==> src/rtl/emux_pkg.sv <==
// Shared definitions for the emux chain-bus transmitter: bus bit positions,
// FSM state encoding and the minimum padded payload size.
package emux_pkg;

  localparam int B_END    = 11;
  localparam int B_CLAIM  = 10;
  localparam int B_STROBE = 9;
  localparam int B_PORT   = 8;

  localparam int MIN_PAYLOAD = 18;

  typedef enum logic [2:0] {
    ST_IDLE,
    ST_HDR_HI,
    ST_HDR_LO,
`ifdef EMUX_TX_PAD_EN
    ST_PAYLOAD,
    ST_PAD
`else
    ST_PAYLOAD
`endif
  } state_e;

  function automatic logic [11:0] mk_word(input logic e, input logic c,
                                          input logic s, input logic p,
                                          input logic [7:0] d);
    return {e, c, s, p, d};
  endfunction

endpackage

==> src/rtl/emux_tx.sv <==
// Chain-bus frame transmitter: passes in_c through when idle, otherwise claims
// the bus and emits a port header plus payload. EMUX_TX_PAD_EN pads short frames.
module emux_tx
  import emux_pkg::*;
#(
  parameter logic [15:0] PORT     = 16'h0000,
  parameter int          JUMBO_DW = 14
) (
  input  logic                clk,
  input  logic                rst_n,
  input  logic [11:0]         in_c,
  output logic [11:0]         out_c,
  input  logic                hold_in,
  output logic                hold_out,
  input  logic                tx_req,
  input  logic [JUMBO_DW-1:0] tx_len,
  input  logic [7:0]          tx_data,
  input  logic                tx_valid,
  output logic                tx_ready,
  output logic                tx_done
);

  state_e              state_q, state_d, phase;
  logic [11:0]         out_c_q, out_c_d;
  logic [JUMBO_DW-1:0] cnt_q, cnt_d;
  logic                done_q, done_d;
  logic                start;
`ifdef EMUX_TX_PAD_EN
  logic [4:0]          pad_q, pad_d;
`endif

  // done_q blocks a restart on the END cycle so one pass-through cycle separates frames
  assign start    = tx_req & ~in_c[B_CLAIM] & ~hold_in & (state_q == ST_IDLE) & ~done_q;
  assign hold_out = hold_in | (state_q != ST_IDLE) | start;
  assign tx_ready = (state_q == ST_PAYLOAD);
  assign out_c    = out_c_q;
  assign tx_done  = done_q;

  // The start cycle itself produces the HDR_HI word so it is on out_c one cycle later
  always_comb phase = start ? ST_HDR_HI : state_q;

  always_comb begin
    state_d = state_q;
    out_c_d = in_c;
    cnt_d   = cnt_q;
    done_d  = 1'b0;
`ifdef EMUX_TX_PAD_EN
    pad_d   = pad_q;
`endif
    case (phase)
      ST_IDLE: out_c_d = in_c;
      ST_HDR_HI: begin
        out_c_d = mk_word(1'b0, 1'b1, 1'b0, 1'b0, PORT[15:8]);
        cnt_d   = tx_len;
        state_d = ST_HDR_LO;
`ifdef EMUX_TX_PAD_EN
        if (int'(tx_len) < MIN_PAYLOAD) pad_d = 5'(MIN_PAYLOAD - int'(tx_len));
        else                            pad_d = '0;
`endif
      end
      ST_HDR_LO: begin
        out_c_d = mk_word(cnt_q == '0, 1'b1, 1'b0, 1'b1, PORT[7:0]);
        if (cnt_q == '0) begin
          state_d = ST_IDLE;
          done_d  = 1'b1;
        end else begin
          state_d = ST_PAYLOAD;
        end
      end
      ST_PAYLOAD: begin
        if (tx_valid) begin
          cnt_d = cnt_q - JUMBO_DW'(1);
          if (cnt_q == JUMBO_DW'(1)) begin
`ifdef EMUX_TX_PAD_EN
            if (pad_q != '0) begin
              state_d = ST_PAD;
            end else begin
              state_d = ST_IDLE;
              done_d  = 1'b1;
            end
`else
            state_d = ST_IDLE;
            done_d  = 1'b1;
`endif
          end
          out_c_d = mk_word(done_d, 1'b1, 1'b1, 1'b0, tx_data);
        end else begin
          out_c_d = mk_word(1'b0, 1'b1, 1'b0, 1'b0, 8'h00);
        end
      end
`ifdef EMUX_TX_PAD_EN
      ST_PAD: begin
        out_c_d = mk_word(pad_q == 5'd1, 1'b1, 1'b1, 1'b0, 8'h00);
        pad_d   = pad_q - 5'd1;
        if (pad_q == 5'd1) begin
          state_d = ST_IDLE;
          done_d  = 1'b1;
        end
      end
`endif
      default: state_d = ST_IDLE;
    endcase
  end

  always_ff @(posedge clk) begin
    if (!rst_n) begin
      state_q <= ST_IDLE;
      out_c_q <= '0;
      cnt_q   <= '0;
      done_q  <= 1'b0;
`ifdef EMUX_TX_PAD_EN
      pad_q   <= '0;
`endif
    end else begin
      state_q <= state_d;
      out_c_q <= out_c_d;
      cnt_q   <= cnt_d;
      done_q  <= done_d;
`ifdef EMUX_TX_PAD_EN
      pad_q   <= pad_d;
`endif
    end
  end

endmodule

==> config.mk <==
export PLATFORM = sky130hd
export DESIGN_NAME = emux_tx
export DESIGN_NICKNAME = d
export VERILOG_FILES = /design/src/rtl/emux_pkg.sv /design/src/rtl/emux_tx.sv
export SDC_FILE = /design/constraint.sdc
export NUM_CORES = 1
export LEC_CHECK = 0
export CORE_UTILIZATION = 44
export CTS_CLUSTER_SIZE = 8
export DETAILED_ROUTE_END_ITERATION = 7
export GPL_TIMING_DRIVEN = 0
export PLACE_DENSITY = 0.77
export SYNTH_ARGS = -nofsm -noshare
export SYNTH_HDL_FRONTEND = slang
export SYNTH_SLANG_ARGS = --single-unit
export TNS_END_PERCENT = 1
==> constraint.sdc <==
create_clock -name clk -period 2.53 [get_ports clk]
set_input_delay 0.6325 -clock clk [delete_from_list [all_inputs] [get_ports clk]]
set_output_delay 0.6325 -clock clk [all_outputs]
set_load 0.03 [all_outputs]
==> results of run 1 <==
## Yosys cell counts (3+ instances only)
cell type and instances:
a21oi_1 16, a22oi_1 8, a311oi_1 3, a32oi_1 3, and2_1 5, and3_1 3, and4_1 3, clkbuf_1 9
clkinv_1 3, dfxtp_1 29, ha_1 3, inv_1 4, nand2_1 7, nor2_1 19, nor3_1 10, nor3b_1 4
nor4_1 3, o21ai_0 9, o31ai_1 3, o41ai_1 3, or4_1 3
## sequential cells by signal, indices dropped and copies added (netlist names)
register,count
cnt_q,14
out_c,12
tx_done,1
state_q,2
## per-stage QoR
stage	instances	total power, mW	hold WS [ns]	TNS, ns	area (sq um)
after floorplan	182	0.7607	0.4568	0	1519
after CTS	287	1.324	0.5220	-0.002527	2193
after global routing	286	1.378	0.5527	-0.1028	2191
final	286	1.325	0.5273	-0.00001021	2191
after detailed placement	279	0.9251	0.5072	-3.843	2105
after global placement	279	0.9147	0.4781	-3.472	2105
## layer usage
metal / vias up / GRT usage, %
met5: - / 0
met4: 0 / 12.99
met2: 83 / 40.35
met3: 9 / 4.264
li1: 814 / -
met1: 787 / 36.09
## cells by family (layout without fill, tap and decap cells)
logic type	after synthesis	count (layout)	share of synthesized area (%)
fa+ha+maj	3	3	2.471
buf+inv	17	77	4.283
simple gates	68	68	25.21
mux	1	1	0.7413
flops	29	29	38.22
compound gates	63	63	28.50
xor+xnor	1	1	0.5767
## final cells by class
| type | count | area share [%] |
|---|---|---|
| Buffer | 9 | 1.599 |
| Clock buffer | 7 | 2.513 |
| Clock inverter | 1 | 1.371 |
| Inverter | 7 | 1.199 |
| Multi-Input combinational cell | 136 | 40.09 |
| Sequential cell | 29 | 26.50 |
| Tap cell | 44 | 2.513 |
| Timing Repair Buffer | 53 | 24.21 |
## timing repair
| item | CTS | global route |
|---|---|---|
| resized for setup | 5 | 3 |
| hold endpoints to repair | 0 | 0 |
| buffers inserted | 0 | 0 |
| setup endpoints to repair | 3 | 11 |
## path summary, 6_finish.rpt
check                                             from                      to  slack (ns)  cells past startpoint
worst max-delay path                          in_c[10]                hold_out    -0.00001                      4
worst min-delay path            cnt_q[10]$_SDFFE_PN0P_  cnt_q[10]$_SDFFE_PN0P_        0.53                      2
worst min register to register  cnt_q[10]$_SDFFE_PN0P_  cnt_q[10]$_SDFFE_PN0P_        0.53                      2
worst max register to register   cnt_q[0]$_SDFFE_PN0P_   cnt_q[6]$_SDFFE_PN0P_        0.28                      6
## worst min-delay path: stages, from the launching register on
cell     delay [ns]
dfxtp_1        0.34
o21ai_1        0.08
a21oi_1        0.06
## power by group
group          switching [mW]  internal, mW
combinational           0.218         0.178
sequential             0.0299         0.494
clock                   0.169         0.236
total                   0.417         0.908
==> run summary, run 1 <==
The flow ran to the end, but the final reports show violations. The final reports fail on setup timing. The post-route antenna net violation count is 0. Routed signal wires occupy layers up through met4. The area of the mapped netlist is 1519 sq um. The final-report max-slew violation count was 0. The area growth from synthesis to layout is 44.23%. Traced cell by cell, the critical path runs through clkdlybuf4s50_1 > nor3b_1 > or4_1 > clkdlybuf4s15_2.

For this design, the CTS-stage hold fixing added 0 buffers. The multi-input combinational cell area came out at 878.3 sq um. Yosys attributes the largest share of cell area to dfxtp_1 38%, a21oi_1 5.3%, nor2_1 4.7%.

For the finished layout, the period the worst path requires is 2.530 ns. The synthesis warning total is 0. The area enclosed by the die boundary is 3691 sq um. The overall routing resource usage came out at 26.36%. Across the run, the number of max-cap violations was 0. Clock-pin slew was measured on the worst setup and hold paths at 0.09 ns. The initial detailed-routing violation count is 157. The sum of net half-perimeters after detailed placement is 3387 microns. In the final routing, the length of wire on met1 measures 2102 microns. The worst-case clock buffer depth is 2. The wire length on met3 came out at 308 microns.

The count of vias placed by the detailed router is 1693. The critical-path maximum fanout came out at 4. For the worst setup path, the data required time is 1.90 ns. The wire length of the first global-routing pass came out at 7038 microns.

Setup violations remaining at the end of the flow were counted as 1. The worst setup path is captured at a primary output. The area taken by flip-flops and latches came out at 580.6 sq um.

In this design, the largest share of critical-path delay is due to buffers and inverters. The initial core utilization is 48.17%. The post-detailed-route wirelength per cell came out at 16.12 microns.

The tightest min-delay check is of the flop to flop type. Measured along the y axis, the die boundary spans 60.76 microns. The layout has 277 filler cells.

The number of buffers inserted by port buffering is 53. In the layout the commonest cells are 51 x clkdlybuf4s50_1, 29 x dfxtp_1, 19 x nor2_1. STA classifies the critical path startpoint as an input port.

The fraction of post-synthesis cell area in the top cell type by area is 38.22%. Summed over all cells, the static leakage comes to 0.8188 nW. The worst setup margin is -0.00001021 ns. The slowest stage of the critical path belongs to the cell clkdlybuf4s50_1. The via-per-instance ratio is 5.920. The number of iterations in the first detailed-routing pass is 4.

The number of nets in the layout is 283. The share of layout cells above drive strength 1 is 8.678%. The via count of the first global-routing pass came out at 1508. The count of flip-flops with a built-in enable after synthesis is 0.

The weighted congestion at the end of routability-driven global placement came out at 0.8699. The setup skew after layout came out at 0.01297 ns. The buffers plus inverters on the worst setup path came out at 2. Sequential cells were found to cover 38.22% of the synthesized design area. For this run, the leading register cell type out of synthesis is dfxtp_1. The repair_antennas step left the layout with diodes totalling 0. In the finished design, the share of the clock period the worst path needs comes to 100.0%.

The clock latency at the later pin of the worst-skew pair came out at 0.34 ns. The H-tree generated during clock tree synthesis spans 2 levels. Entering global routing, the biggest net connects 11 pins.

The CTS buffer count came out at 5. The cell row count is 20. In this run the power density over the cells is 604.8 nW/um^2.

Measured along the x axis, the die boundary spans 60.76 microns. At the pin with the least slew margin, the transition time is 1.106 ns. The I/O pin count came out at 54.

In this run the standard cell core region covers 3153 sq um. In this run the clock root is driven by a clkbuf_4. The unique cell type count in the Yosys netlist came out at 46. The biggest area contributor in the post-synthesis netlist is dfxtp_1. For this block, the routed nets add up to 4611 microns of wire. The largest stage delay on the critical path came out at 0.52 ns. The number of flip-flops and latches in the synthesized netlist came out at 29.

The classification of the worst setup path is input port to primary output. Across the VDD grid, the largest voltage drop is 385.4 uV. Summed over all nets, wire length on met2 after detailed routing comes to 2129 microns. The maximum clock frequency came out at 395.3 MHz.

Setup repair after global routing could not meet its margin everywhere. Counting every sink on the clock net gives 29. The total grt overflow came out at 0. Counting every instance in the synthesized netlist gives 182. TritonCTS built the clock tree.

The hold violation total from the final report came out at 0. The library cell used most frequently in the layout, excluding fill and tap cells, is clkdlybuf4s50_1. The async set or reset register ratio after synthesis is 0%. The utilization after layout is 69.48%. A synthesized cell averages 8.346 sq um.

Measured against its own limit, the worst slew margin works out to 25.59%. The initial antenna violation count is 0. The critical path arrival is 1.90 ns. The post-synthesis net count came out at 224. The worst setup timing slack at the placement stage came out at -0.4226 ns. The DRC violations left came out at 0.
Power figures use the tool's default switching activity.
==> run 2, diff against run 1 <==
--- a/config.mk
+++ b/config.mk
@@ -9,6 +9,7 @@
 export CTS_CLUSTER_SIZE = 8
 export DETAILED_ROUTE_END_ITERATION = 7
 export GPL_TIMING_DRIVEN = 0
+export MAX_ROUTING_LAYER = met4
 export PLACE_DENSITY = 0.77
 export SYNTH_ARGS = -nofsm -noshare
 export SYNTH_HDL_FRONTEND = slang
==> run 2 against run 1 <==
The flow still finishes with violations (setup timing). Via count shrank 2.9%. Sequential share of layout area increased by 0.28 points. Combinational power about the same. Clock power is 33% lower. Final area down 1.0%. Register-to-register slack barely moved. Die area unchanged. Maximum frequency decreased by 0.55%. Critical endpoint unchanged.
==> run summary, run 2 (synthesis gave the netlist of run 1 again) <==
The total number of clock tree sinks is 29 (unchanged). The tightest min-delay check is of the flop to flop type. The pin count of the biggest net entering global routing is 11 (unchanged). The initial detailed-routing violation count is 102 (-35%). The final non-filler cell total was 287 (+0.35%). The share of layout cells above drive strength 1 is 8.642% (-0.036 points). The count of hold-fix buffers inserted at cts came out at 0 (unchanged). The initial antenna violation count is 0 (unchanged). The worst setup path is captured at a primary output. The ratio of total power to cell area came out at 549.6 nW/um^2 (-9.1%). The overall routing resource usage came out at 27.06% (+0.70 points). The total number of H-tree levels is 2 (unchanged). The initial core utilization was 48.17% (unchanged). The post-detailed-route wirelength per cell is 15.62 microns (-3.1%).

The wire length of the first global-routing pass was 6893 microns (-2.1%). The final setup violation count came out at 1 (unchanged). The hold violation total from the final report is 0 (unchanged). The post-CTS setup repair buffer count came out at 0 (unchanged). The count of vias placed by the detailed router is 1644 (-2.9%). The number of fillers in the final layout is 268 (-3.2%). The worst supply voltage drop on vdd is 385.7 uV (about the same). Relative to the synthesized area, the layout overhead comes to 42.75%. The total grt overflow was 0 (unchanged). Setup repair after global routing could not meet its margin everywhere. The critical-path maximum fanout is 4 (unchanged). The number of placed cells counting well taps came out at 279 (unchanged). The number of buffers inserted by port buffering is 53 (unchanged). The number of iterations in the first detailed-routing pass is 4 (unchanged). The number of nets in the layout is 284 (+0.35%). The sum of internal, switching and leakage power is 1.192 mW (-10%). The via count of the first global-routing pass is 1490 (-1.2%). The post-route antenna net violation count is 0 (unchanged).

The worst setup margin is -0.01397 ns (-0.01396 ns). The weighted congestion at the end of routability-driven global placement is 0.8618 (-0.93%). The DRC violations left came out at 0 (unchanged). The number of flip-flops under the largest register name is 14 (unchanged). The area enclosed by the die boundary is 3691 sq um (unchanged). More flip-flops sit in one register than any other, and that register is cnt_q. The slew at the pin with the worst max-slew slack was 0.9481 ns (-0.1578 ns). The antenna diode count came out at 0 (unchanged). Clock tree synthesis selected as its root buffer the cell clkbuf_4.

The routed wire length is 4483 microns (-2.8%). The library cell used most frequently in the layout, excluding fill and tap cells, is clkdlybuf4s50_1. In the layout the commonest cells are 51 x clkdlybuf4s50_1, 29 x dfxtp_1, 19 x nor2_1. The static leakage was 0.8102 nW (-1.1%). The cell row count came to 20 (unchanged). The sum of net half-perimeters after detailed placement is 3355 microns (-0.94%). The final period utilization came out at 100.6% (+0.55 points). The core area came out at 3153 sq um (unchanged).

The maximum clock frequency came out at 393.1 MHz (-0.55%). The data required time at the worst endpoint was 1.90 ns (about the same). The flow ran to the end, but the final reports show violations. The height of the chip came out at 60.76 microns (unchanged). The final critical delay including setup and external delays came out at 2.544 ns (+0.01396 ns).

The final reports fail on setup timing. The worst-case clock buffer depth is 2 (unchanged). TritonCTS built the clock tree. The via-per-instance ratio is 5.728 (-3.2%).

The CTS buffer count is 5 (unchanged). The clock transition at the registers of the reported paths is 0.09 ns (about the same). The chip width is 60.76 microns (unchanged). The worst setup path is of the input port to primary output kind. The worst slew slack as a fraction of its limit came to 36.21% (+11 points). The setup skew after layout came out at 0.005652 ns (-0.007319 ns).

The final-report max-slew violation count came out at 0 (unchanged). The max-cap violation count is 0 (unchanged). The worst setup path is launched from an input port. The worst hold slack across all endpoints came out at 0.5171 ns (-0.01018 ns). The I/O pin count came out at 54 (unchanged). The critical path arrival is 1.91 ns (about the same). The clock latency at the later pin of the worst-skew pair came out at 0.33 ns (about the same).
## run 2: cell count changes in the layout (fill, tap and decap cells not counted), sizes merged
cell and change:
clkinv +2, bufinv -1
## run 2: final cells by class
type / instances / area [sq um] / share of cell area [%]
clock inverter: 2 / 10.01 / 0.4616
timing repair buffer: 53 / 530.5 / 24.47
buffer: 10 / 40.04 / 1.847
tap: 44 / 55.05 / 2.539
inverter: 7 / 26.28 / 1.212
clock buffer: 6 / 41.29 / 1.904
sequential: 29 / 580.6 / 26.77
multi-input combinational: 136 / 884.6 / 40.80
## run 2: per-layer routing
| metal | track usage, % | up-vias | wire length [microns] |
|---|---|---|---|
| met1 | 34.65 | 764 | 2145 |
| met5 | - | - | 0 |
| li1 | - | 816 | - |
| met3 | 6.823 | 9 | 215 |
| met4 | 12.34 | 0 | 76 |
| met2 | 40.03 | 55 | 2045 |
## run 2: path summary, 6_finish.rpt
path / from / end / slack (ns) / cells after the start
setup reg to reg: cnt_q[0]$_SDFFE_PN0P_ / cnt_q[6]$_SDFFE_PN0P_ / 0.29 / 6
hold / removal: cnt_q[10]$_SDFFE_PN0P_ / cnt_q[10]$_SDFFE_PN0P_ / 0.52 / 2
hold reg to reg: cnt_q[10]$_SDFFE_PN0P_ / cnt_q[10]$_SDFFE_PN0P_ / 0.52 / 2
setup / recovery: in_c[10] / hold_out / -0.01 / 4
## run 2: what timing repair did
action                                  in CTS  in global routing
pin swaps                                    0                  0
gates resized for setup                      6                  1
endpoints found under the setup margin       4                  3
## run 2: through the flow
stage	TNS (ns)	utilization, %	worst slack [ns]	cell area [sq um]
detailed placement	-3.838	66.75	-0.4754	2105
floorplan	0	-	0.3281	1519
global route	-0.1515	68.77	-0.04751	2168
finish	-0.01397	68.77	-0.01397	2168
CTS	-0.004010	68.53	-0.004010	2161
global placement	-3.236	66.75	-0.3420	2105
## run 2: power breakdown
part / internal (mW) / switching [mW]
Combinational: 0.179 / 0.216
Sequential: 0.494 / 0.0290
Clock: 0.106 / 0.167
## run 2: worst max-delay path: stages
cell and delay, ns:
clkdlybuf4s50_1 0.53, nor3b_1 0.07, or4_1 0.39, clkdlybuf4s15_2 0.29
